File: src/rtl/arb_pkg.sv
// Shared definitions for the two-channel arbiter client: channel state encoding
// and the default timeout / job-length width.
package arb_pkg;

   typedef enum logic [1:0] {
      IDLE = 2'd0,
      REQ  = 2'd1,
      OWN  = 2'd2
   } arb_state_e;

   localparam int TIMEOUT_DEF = 15;
   localparam int LW_DEF      = 4;

endpackage

File: src/rtl/arb_client_if.sv
// Job/arbiter bundle for arb_client. The master side is the client itself,
// the slave side is the job source plus the arbiter.
interface arb_client_if
   import arb_pkg::*;
#(
   parameter int LW = LW_DEF
) ();

   // Handshake: a job moves on a rising clk edge where job_valid[i] and job_ready[i]
   // are both 1; grant[i] is honoured only while channel i is requesting.
   logic [1:0]    job_valid;
   logic [LW-1:0] job_len0;
   logic [LW-1:0] job_len1;
   logic [1:0]    job_ready;
   logic [1:0]    grant;
   logic [1:0]    request;
   logic [1:0]    own;
   logic [1:0]    done;
   logic [1:0]    timeout;
   logic          proto_err;
   arb_state_e    state0;
   arb_state_e    state1;

   modport master (
      input  job_valid, job_len0, job_len1, grant,
      output job_ready, request, own, done, timeout, proto_err, state0, state1
   );

   modport slave (
      output job_valid, job_len0, job_len1, grant,
      input  job_ready, request, own, done, timeout, proto_err, state0, state1
   );

endinterface

File: src/rtl/arb_client_chan.sv
// One arbiter-client channel: takes a job, requests the bus, owns it for the
// job length in granted cycles, and gives up after TIMEOUT ungranted cycles.
module arb_client_chan
   import arb_pkg::*;
#(
   parameter int TIMEOUT = TIMEOUT_DEF,
   parameter int LW      = LW_DEF
) (
   input  logic          clk,
   input  logic          rst,
   input  logic          job_valid,
   input  logic [LW-1:0] job_len,
   input  logic          grant,
   output logic          job_ready,
   output logic          request,
   output logic          own,
   output logic          done,
   output logic          timeout,
   output arb_state_e    state
);

   localparam int WW = $clog2(TIMEOUT + 1);

   logic [LW-1:0] rem;
   logic [WW-1:0] wait_cnt;
   logic [WW-1:0] wait_nxt;

   // Saturating at TIMEOUT keeps the counter from wrapping even if the exit is ever skipped.
   assign wait_nxt = (wait_cnt == WW'(TIMEOUT)) ? wait_cnt : wait_cnt + WW'(1);

   always_ff @(posedge clk) begin
      if (rst) begin
         state     <= IDLE;
         rem       <= '0;
         wait_cnt  <= '0;
         job_ready <= 1'b1;
         request   <= 1'b0;
         own       <= 1'b0;
         done      <= 1'b0;
         timeout   <= 1'b0;
      end else begin
         done    <= 1'b0;
         timeout <= 1'b0;
         case (state)
            IDLE: begin
               if (job_valid && job_ready) begin
                  rem       <= (job_len == '0) ? LW'(1) : job_len;
                  wait_cnt  <= '0;
                  state     <= REQ;
                  job_ready <= 1'b0;
                  request   <= 1'b1;
               end
            end
            REQ: begin
               if (grant) begin
                  state <= OWN;
                  own   <= 1'b1;
               end else if (wait_nxt == WW'(TIMEOUT)) begin
                  state     <= IDLE;
                  wait_cnt  <= '0;
                  timeout   <= 1'b1;
                  request   <= 1'b0;
                  job_ready <= 1'b1;
               end else begin
                  wait_cnt <= wait_nxt;
               end
            end
            OWN: begin
               // Losing the grant keeps the remaining count; only granted cycles consume it.
               if (!grant) begin
                  state    <= REQ;
                  wait_cnt <= '0;
                  own      <= 1'b0;
               end else if (rem == LW'(1)) begin
                  state     <= IDLE;
                  rem       <= '0;
                  done      <= 1'b1;
                  own       <= 1'b0;
                  request   <= 1'b0;
                  job_ready <= 1'b1;
               end else begin
                  rem <= rem - LW'(1);
               end
            end
            default: begin
               state     <= IDLE;
               own       <= 1'b0;
               request   <= 1'b0;
               job_ready <= 1'b1;
            end
         endcase
      end
   end

endmodule

File: src/rtl/arb_client.sv
// Two independent arbiter-client channels plus a sticky protocol-error flag
// for a grant that is not one-hot-or-zero.
module arb_client
   import arb_pkg::*;
#(
   parameter int TIMEOUT = TIMEOUT_DEF,
   parameter int LW      = LW_DEF
) (
   input logic          clk,
   input logic          rst,
   arb_client_if.master bus
);

   logic [1:0] ready_w;
   logic [1:0] request_w;
   logic [1:0] own_w;
   logic [1:0] done_w;
   logic [1:0] timeout_w;
   arb_state_e state0_w;
   arb_state_e state1_w;
   logic       proto_err_q;

   arb_client_chan #(.TIMEOUT(TIMEOUT), .LW(LW)) u_chan0 (
      .clk       (clk),
      .rst       (rst),
      .job_valid (bus.job_valid[0]),
      .job_len   (bus.job_len0),
      .grant     (bus.grant[0]),
      .job_ready (ready_w[0]),
      .request   (request_w[0]),
      .own       (own_w[0]),
      .done      (done_w[0]),
      .timeout   (timeout_w[0]),
      .state     (state0_w)
   );

   arb_client_chan #(.TIMEOUT(TIMEOUT), .LW(LW)) u_chan1 (
      .clk       (clk),
      .rst       (rst),
      .job_valid (bus.job_valid[1]),
      .job_len   (bus.job_len1),
      .grant     (bus.grant[1]),
      .job_ready (ready_w[1]),
      .request   (request_w[1]),
      .own       (own_w[1]),
      .done      (done_w[1]),
      .timeout   (timeout_w[1]),
      .state     (state1_w)
   );

   // Channels still follow their own grant bit; the error is only recorded.
   always_ff @(posedge clk) begin
      if (rst) begin
         proto_err_q <= 1'b0;
      end else if (&bus.grant) begin
         proto_err_q <= 1'b1;
      end
   end

   assign bus.job_ready = ready_w;
   assign bus.request   = request_w;
   assign bus.own       = own_w;
   assign bus.done      = done_w;
   assign bus.timeout   = timeout_w;
   assign bus.proto_err = proto_err_q;
   assign bus.state0    = state0_w;
   assign bus.state1    = state1_w;

endmodule

File: src/flat_wrapper.sv
// flat-port wrapper written by rule: the top's interface ports become plain ports
module arb_client_flat import arb_pkg::*;
#(
   parameter int TIMEOUT = TIMEOUT_DEF,
   parameter int LW      = LW_DEF
)
  (clk, rst, bus_job_valid, bus_job_len0, bus_job_len1, bus_grant, bus_job_ready, bus_request, bus_own, bus_done, bus_timeout, bus_proto_err, bus_state0, bus_state1);
  arb_client_if #(.LW(LW)) bus_i ();
  input logic clk;
  input logic rst;
  input wire logic [$bits(bus_i.job_valid)-1:0] bus_job_valid;
  input wire logic [$bits(bus_i.job_len0)-1:0] bus_job_len0;
  input wire logic [$bits(bus_i.job_len1)-1:0] bus_job_len1;
  input wire logic [$bits(bus_i.grant)-1:0] bus_grant;
  output wire logic [$bits(bus_i.job_ready)-1:0] bus_job_ready;
  output wire logic [$bits(bus_i.request)-1:0] bus_request;
  output wire logic [$bits(bus_i.own)-1:0] bus_own;
  output wire logic [$bits(bus_i.done)-1:0] bus_done;
  output wire logic [$bits(bus_i.timeout)-1:0] bus_timeout;
  output wire logic [$bits(bus_i.proto_err)-1:0] bus_proto_err;
  output wire logic [$bits(bus_i.state0)-1:0] bus_state0;
  output wire logic [$bits(bus_i.state1)-1:0] bus_state1;
  assign bus_i.job_valid = bus_job_valid;
  assign bus_i.job_len0 = bus_job_len0;
  assign bus_i.job_len1 = bus_job_len1;
  assign bus_i.grant = bus_grant;
  assign bus_job_ready = bus_i.job_ready;
  assign bus_request = bus_i.request;
  assign bus_own = bus_i.own;
  assign bus_done = bus_i.done;
  assign bus_timeout = bus_i.timeout;
  assign bus_proto_err = bus_i.proto_err;
  assign bus_state0 = bus_i.state0;
  assign bus_state1 = bus_i.state1;
  arb_client #(.TIMEOUT(TIMEOUT), .LW(LW)) u_core (.clk(clk), .rst(rst), .bus(bus_i));
endmodule
File: config.mk
export PLATFORM = sky130hd
export DESIGN_NAME = arb_client_flat
export DESIGN_NICKNAME = d
export VERILOG_FILES = /design/src/rtl/arb_pkg.sv /design/src/rtl/arb_client_if.sv /design/src/rtl/arb_client_chan.sv /design/src/rtl/arb_client.sv /design/src/flat_wrapper.sv
export SDC_FILE = /design/constraint.sdc
export NUM_CORES = 1
export LEC_CHECK = 0
export CORE_UTILIZATION = 40
export CTS_CLUSTER_SIZE = 8
export DETAILED_ROUTE_END_ITERATION = 10
export GPL_ROUTABILITY_DRIVEN = 1
export GPL_TIMING_DRIVEN = 0
export MAX_ROUTING_LAYER = met4
export PLACE_DENSITY = 0.6
export SLEW_MARGIN = 20
export SYNTH_ARGS = -nofsm -noshare
export SYNTH_HDL_FRONTEND = slang
export SYNTH_SLANG_ARGS = --single-unit
File: constraint.sdc
create_clock -name clk -period 3.1 [get_ports clk]
set_input_delay 0.31 -clock clk [delete_from_list [all_inputs] [get_ports clk]]
set_output_delay 0.31 -clock clk [all_outputs]
set_load 0.005 [all_outputs]
Word-level counts from Yosys, hierarchy flattened
Cells that the tools add are included.
{"block": "word_totals", "wordCells": 150, "regBits": 31, "inputBits": 14, "out_inout_bits": 15}
{"block": "classes", "eq_ne": 28, "reduce_logical": 25, "n_addsub": 4, "mux": 68, "bitwise_logic": 8}
{"cell": "4-bit 2-to-1 mux", "count": 18}
{"cell": "1-bit 2-to-1 mux", "count": 28}
{"cell": "2-bit inequality test (second input constant)", "count": 14}
{"cell": "4-bit case mux with 3 select lines", "count": 2}
{"cell": "2-bit 2-to-1 mux", "count": 10}
{"cell": "1-bit case mux with 3 select lines", "count": 6}
{"cell": "3-bit AND reduction", "count": 6}
{"cell": "4-bit equality test (second input constant)", "count": 4}
{"cell": "4-bit case mux with 2 select lines", "count": 2}
{"cell": "3-bit inequality test (second input constant)", "count": 4}
{"cell": "2-bit case mux with 3 select lines", "count": 2}
{"cell": "3-bit OR reduction", "count": 4}
{"cell": "5-bit AND reduction", "count": 2}
{"cell": "4-bit by 1-bit adder with 4-bit output (second input constant)", "count": 2}
{"cell": "4-bit by 1-bit equality test with 1-bit output (second input constant)", "count": 2}
{"cell": "4-bit zero test", "count": 2}
{"cell": "1-bit NOT", "count": 8}
{"cell": "4-bit AND reduction", "count": 2}
{"cell": "4-bit by 1-bit subtractor with 4-bit output (second input constant)", "count": 2}
{"cell": "3-bit nonzero test", "count": 2}
{"cell": "2-bit by 1-bit equality test with 1-bit output (second input constant)", "count": 2}
{"cell": "2-bit equality test (second input constant)", "count": 2}
{"cell": "2-bit zero test", "count": 2}
{"cell": "2-bit nonzero test", "count": 2}
{"cell": "2 further kinds", "count": 3}

Logic depth before layout (Yosys ltp)
{"block": "depth", "word_depth": 6, "depth_mapped": 6, "mapped_depth_nobuf": 6}

Hierarchy
From an unflattened synthesis, not the netlist that was laid out.
{"block": "hier_totals", "hier_cells": 199, "area_unflattened_um2": 1707.9}
{"module": "arb_client_chan", "area_each_um2": 839.6, "instances": 2, "cells_per_inst": 98}
{"module": "arb_client", "area_each_um2": 28.8, "instances": 1, "cells_per_inst": 3}

Worst setup path after synthesis
No wires, ideal clock.
{"block": "synth_timing", "path_type": "register to register", "from": "register u_core.u_chan0.wait_cnt[0]", "to": "register u_core.u_chan0.request", "slack_ps": 1419, "n_path_buf": 0, "stages_incl_launch_ff": 6, "arrival_time_ps": 1566, "path_cell_list": "dfxtp_1 -> ha_1 -> nand2_2 -> o32a_1 -> or3b_1 -> and3_1"}
{"block": "synth_between", "elab_chain_cells": 5, "word_cells_on_any_way": 6, "classes_between": "add/sub: 1; eq/ne: 3; mux: 1; reduce/logical: 1"}
{"element": "start, declared", "line_no": "arb_client_chan.sv:25", "source": "logic [WW-1:0] wait_cnt;"}
{"element": "start signal, assigned", "line_no": "arb_client_chan.sv:65", "source": "wait_cnt <= wait_nxt;"}
{"element": "4-bit by 1-bit adder with 4-bit output / 4-bit equality test (equally long branches)", "line_no": "arb_client_chan.sv:29", "source": "assign wait_nxt = (wait_cnt == WW'(TIMEOUT)) ? wait_cnt : wait_cnt + WW'(1);"}
{"element": "4-bit 2-to-1 mux (*)", "line_no": "arb_client_chan.sv:29"}
{"element": "4-bit equality test (*)", "line_no": "arb_client_chan.sv:58", "source": "end else if (wait_nxt == WW'(TIMEOUT)) begin"}
{"element": "2-bit inequality test (no line) (*)"}
{"element": "5-bit AND reduction (no line) (*)"}
{"element": "end signal, assigned", "line_no": "arb_client_chan.sv:37", "source": "request <= 1'b0;"}
{"element": "end signal, assigned", "line_no": "arb_client_chan.sv:51", "source": "request <= 1'b1;"}
{"element": "end signal, assigned", "line_no": "arb_client_chan.sv:62", "source": "request <= 1'b0;"}
{"element": "end, declared", "line_no": "arb_client_chan.sv:15", "source": "output logic request,"}
Every way passes the cells marked *; elsewhere a longest branch is shown, timed or not.
A chain may end at the register's enable or synchronous reset.

Worst setup path after layout
Ends and elaborated chain as after synthesis.

==> load_flow_metrics.sql <==
INSERT INTO impl_metrics (metric_group, metric, value, unit) VALUES
('clock_network', 'cts.sinks', '31', ''),
('synthesis', 'yosys_register_bits', '31', ''),
('sta', 'hold_violations', '0', ''),
('routing', 'post-route-drc-count', '0', ''),
('routing', 'totalWireLength', '3706', 'µm'),
('synthesis', 'yosysSeqAreaShare', '35.30', '%'),
('layout', 'post_route_cells_drive_above_1_share', '11.38', '%'),
('sta', 'worstMarginPinSlew', '0.5779', 'ns'),
('clock_network', 'postCtsResizedCells', '0', ''),
('placement', 'buffer_ports.inserted', '28', ''),
('synthesis', 'synthesis.yosys.warnings', '0', ''),
('placement', 'place.gp.congestion', '0.8035', ''),
('power', 'power_per_cell_area', '432.2', 'nW/µm²'),
('power', 'share_seq_of_total_power', '47.5', '%'),
('critical_path', 'timing.critical_path.required', '3.28', 'ns'),
('synthesis', 'synthesis.area_per_instance', '8.292', 'µm²'),
('power', 'power.leakage', '0.8222', 'nW'),
('critical_path', 'crit_arrival', '2.02', 'ns'),
('clock_network', 'clkTransAtPathRegs', '0.06', 'ns'),
('min_path', 'worst_hold_path.num_cells', '2', ''),
('sta', 'final_period_minus_worst_setup_slack', '1.839', 'ns'),
('min_path', 'hold_start', 'u_core.bus.proto_err', ''),
('synthesis', 'mappedNetlistNets', '232', ''),
('sta', 'grt_setup_unrepaired', 'false', ''),
('power', 'switchingPower', '260.5', 'µW'),
('synthesis', 'yosysUniqueCellTypes', '51', ''),
('power', 'switching_share', '27.74', '%'),
('clock_network', 'htree_num_levels', '2', ''),
('clock_network', 'clock_root_buffer', 'sky130_fd_sc_hd__clkbuf_8', ''),
('critical_path', 'critical_path.reg2reg.startpoint', 'u_core.u_chan0.wait_cnt[0]', ''),
('die', 'row_count', '23', ''),
('placement', 'place_hpwl', '2631', 'µm'),
('global_route', 'gr-usage-all-layers', '18.79', '%'),
('job', 'max_cap_violations', '0', ''),
('layout', 'syn_to_final_growth', '23.63', '%'),
('layout', 'finalNetCount', '267', ''),
('routing', 'routedWlPerCell', '12.52', 'µm'),
('clock_network', 'clk-insertion-delay-late', '0.28', 'ns'),
('synthesis', 'synth_top_cell_area_share', '35.30', '%'),
('power', 'power_share_of_the_clock_group', '31.1', '%'),
('die', 'io_pins', '29', ''),
('synthesis', 'synth_top_flop_cell', 'sky130_fd_sc_hd__dfxtp_1', ''),
('routing', 'vias', '1553', ''),
('critical_path', 'worstSetupPathType', 'register to register', ''),
('synthesis', 'asyncSetResetFlopFracSynth', '0', '%'),
('critical_path', 'crit_path_cell_trace', 'ha_1 -> nand2_2 -> o32a_1 -> or3b_1 -> and3_1', ''),
('routing', 'drtIter0Drc', '155', ''),
('min_path', 'hold_class', 'register to register', ''),
('critical_path', 'worst_path_buf_inv', '0', ''),
('layout', 'final_cell_mix', 'sky130_fd_sc_hd__dfxtp_1, sky130_fd_sc_hd__clkdlybuf4s50_1, sky130_fd_sc_hd__nor2_1, sky130_fd_sc_hd__a21oi_1, sky130_fd_sc_hd__buf_4', ''),
('status', 'outcome', 'completed', ''),
('global_route', 'first_global_vias', '1413', ''),
('global_route', 'antenna_found_initial', '0', ''),
('sta', 'finalSetupViolations', '0', ''),
('critical_path', 'cp-end-kind', 'register', ''),
('die', 'chipWidth', '68.30', 'µm'),
('critical_path', 'worst_reg2reg_setup_slack', '1.26', 'ns'),
('sta', 'timing.final.max_slew_violations', '0', ''),
('die', 'area_of_the_core_region', '4115', 'µm²'),
('synthesis', 'synth_area_leaders', 'sky130_fd_sc_hd__dfxtp_1, sky130_fd_sc_hd__buf_4, sky130_fd_sc_hd__ha_1', ''),
('global_route', 'grt.overflow.total', '0', ''),
('critical_path', 'worstReg2RegEnd', 'u_core.u_chan0.request', ''),
('sta', 'relative_max_transition_margin', '61.39', '%'),
('sta', 'timing.fmax', '543.7', 'MHz'),
('sta', 'timing.setup.tns', '0', 'ns'),
('sta', 'final.period_utilization', '59.33', '%'),
('critical_path', 'cpLargestDelayFamily', 'simple AND/OR/NAND/NOR gates', ''),
('critical_path', 'critical_path_peak_fanout', '8', ''),
('sta', 'clock-skew-final', '0.003121', 'ns'),
('min_path', 'hold-path-endpoint', 'u_core.bus.proto_err', ''),
('clock_network', 'cts_inserted_buffers', '5', '');
==> kinds of logic (layout without fill, tap and decap cells) <==
| family | count (synthesis) | in the layout | share of synthesized area [%] |
|---|---|---|---|
| simple gates | 79 | 79 | 26.19 |
| xor+xnor | 4 | 4 | 1.993 |
| compound gates | 62 | 62 | 23.06 |
| buf+inv | 30 | 64 | 9.182 |
| fa+ha+maj | 6 | 6 | 4.270 |
| flops | 31 | 31 | 35.30 |
==> worst reg2reg max path, cell delays in order (launching register included) <==
cell                      delay [ns]
sky130_fd_sc_hd__dfxtp_1        0.45
sky130_fd_sc_hd__ha_1           0.29
sky130_fd_sc_hd__nand2_2        0.08
sky130_fd_sc_hd__o32a_1         0.38
sky130_fd_sc_hd__or3b_1         0.39
sky130_fd_sc_hd__and3_1         0.15
==> area by class of cell <==
class                           instances  area, µm²
Fill cell                             412       1942
Multi-Input combinational cell        151      975.9
Sequential cell                        31      620.6
Timing Repair Buffer                   28      280.3
Buffer                                 20      123.9
Clock buffer                            6      72.57
Tap cell                               50      62.56
Inverter                               10      37.54
==> metrics by stage <==
step                      std cells  total power, mW  setup WS, ns  instance area (µm²)  hold WS, ns
final                           296           0.9392         1.261                 2173       0.4848
after floorplan                 212           0.5835         1.419                 1758       0.4536
after global routing            296           0.9997         1.105                 2173       0.5177
after global placement          290           0.6558         1.025                 2101       0.4795
after CTS                       296           0.9483         1.269                 2173       0.4913
after detailed placement        290           0.6564         1.020                 2101       0.4733
==> synth_stat cells, types with 4 or more instances <==
| cell type | instances |
|---|---|
| sky130_fd_sc_hd__nor3b_1 | 6 |
| sky130_fd_sc_hd__inv_1 | 10 |
| sky130_fd_sc_hd__o21ai_1 | 6 |
| sky130_fd_sc_hd__dfxtp_1 | 31 |
| sky130_fd_sc_hd__o21ai_0 | 11 |
| sky130_fd_sc_hd__nor3_1 | 10 |
| sky130_fd_sc_hd__nand3b_1 | 5 |
| sky130_fd_sc_hd__nor2_1 | 20 |
| sky130_fd_sc_hd__clkbuf_1 | 5 |
| sky130_fd_sc_hd__a21oi_1 | 13 |
| sky130_fd_sc_hd__nor2b_1 | 4 |
| sky130_fd_sc_hd__buf_4 | 12 |
| sky130_fd_sc_hd__a211oi_1 | 7 |
| sky130_fd_sc_hd__ha_1 | 6 |
| sky130_fd_sc_hd__a31oi_1 | 5 |
| sky130_fd_sc_hd__nand2_1 | 10 |
==> worst max path at each step <==
stage | from | end | slack [ns] | depth (start not counted)
finish | u_core.u_chan0.wait_cnt[0] | u_core.u_chan0.request | 1.26 | 5
global route | u_core.u_chan1.wait_cnt[0] | u_core.u_chan1.job_ready | 1.11 | 5
CTS | u_core.u_chan0.wait_cnt[0] | u_core.u_chan0.request | 1.27 | 5
detailed placement | bus_grant[1] | u_core.u_chan1.rem[2] | 1.02 | 6
global placement | bus_grant[1] | u_core.u_chan1.rem[2] | 1.02 | 6
floorplan | u_core.u_chan0.wait_cnt[0] | u_core.u_chan0.request | 1.42 | 5
==> power by group through the flow <==
stage	clock network, mW	logic (mW)	registers (mW)
2_1_floorplan	0	0.134	0.449
5_1_grt	0.322	0.228	0.450
3_5_place_dp	0	0.202	0.455
4_1_cts	0.299	0.203	0.446
3_3_place_gp	0	0.201	0.455
6_report	0.292	0.201	0.446
==> flip-flops by register name, summed over array words and instances, names as in the netlist <==
signal,count
u_core.u_chan1.job_ready,1
u_core.u_chan0.done,1
u_core.u_chan0.request,1
u_core.u_chan0.job_ready,1
u_core.u_chan1.own,1
u_core.u_chan1.rem,4
u_core.u_chan1.wait_cnt,4
u_core.u_chan0.timeout,1
u_core.u_chan0.own,1
u_core.u_chan1.timeout,1
u_core.u_chan1.request,1
u_core.u_chan0.wait_cnt,4
u_core.u_chan1.done,1
u_core.u_chan1.state,2
u_core.u_chan0.rem,4
u_core.u_chan0.state,2
u_core.bus.proto_err,1
==> routing by layer <==
| layer | share of wire [%] | global-route usage, % | routed length (µm) | up-vias |
|---|---|---|---|---|
| met2 | 41 | 26.96 | 1531 | 31 |
| met3 | 4.4 | 4.500 | 162 | 4 |
| met5 | 0 | - | 0 | - |
| met4 | 1.2 | 7.292 | 46 | 0 |
| met1 | 53 | 25.13 | 1966 | 689 |
| li1 | - | - | - | 829 |
No activity file was read; power rests on OpenSTA's default activity.
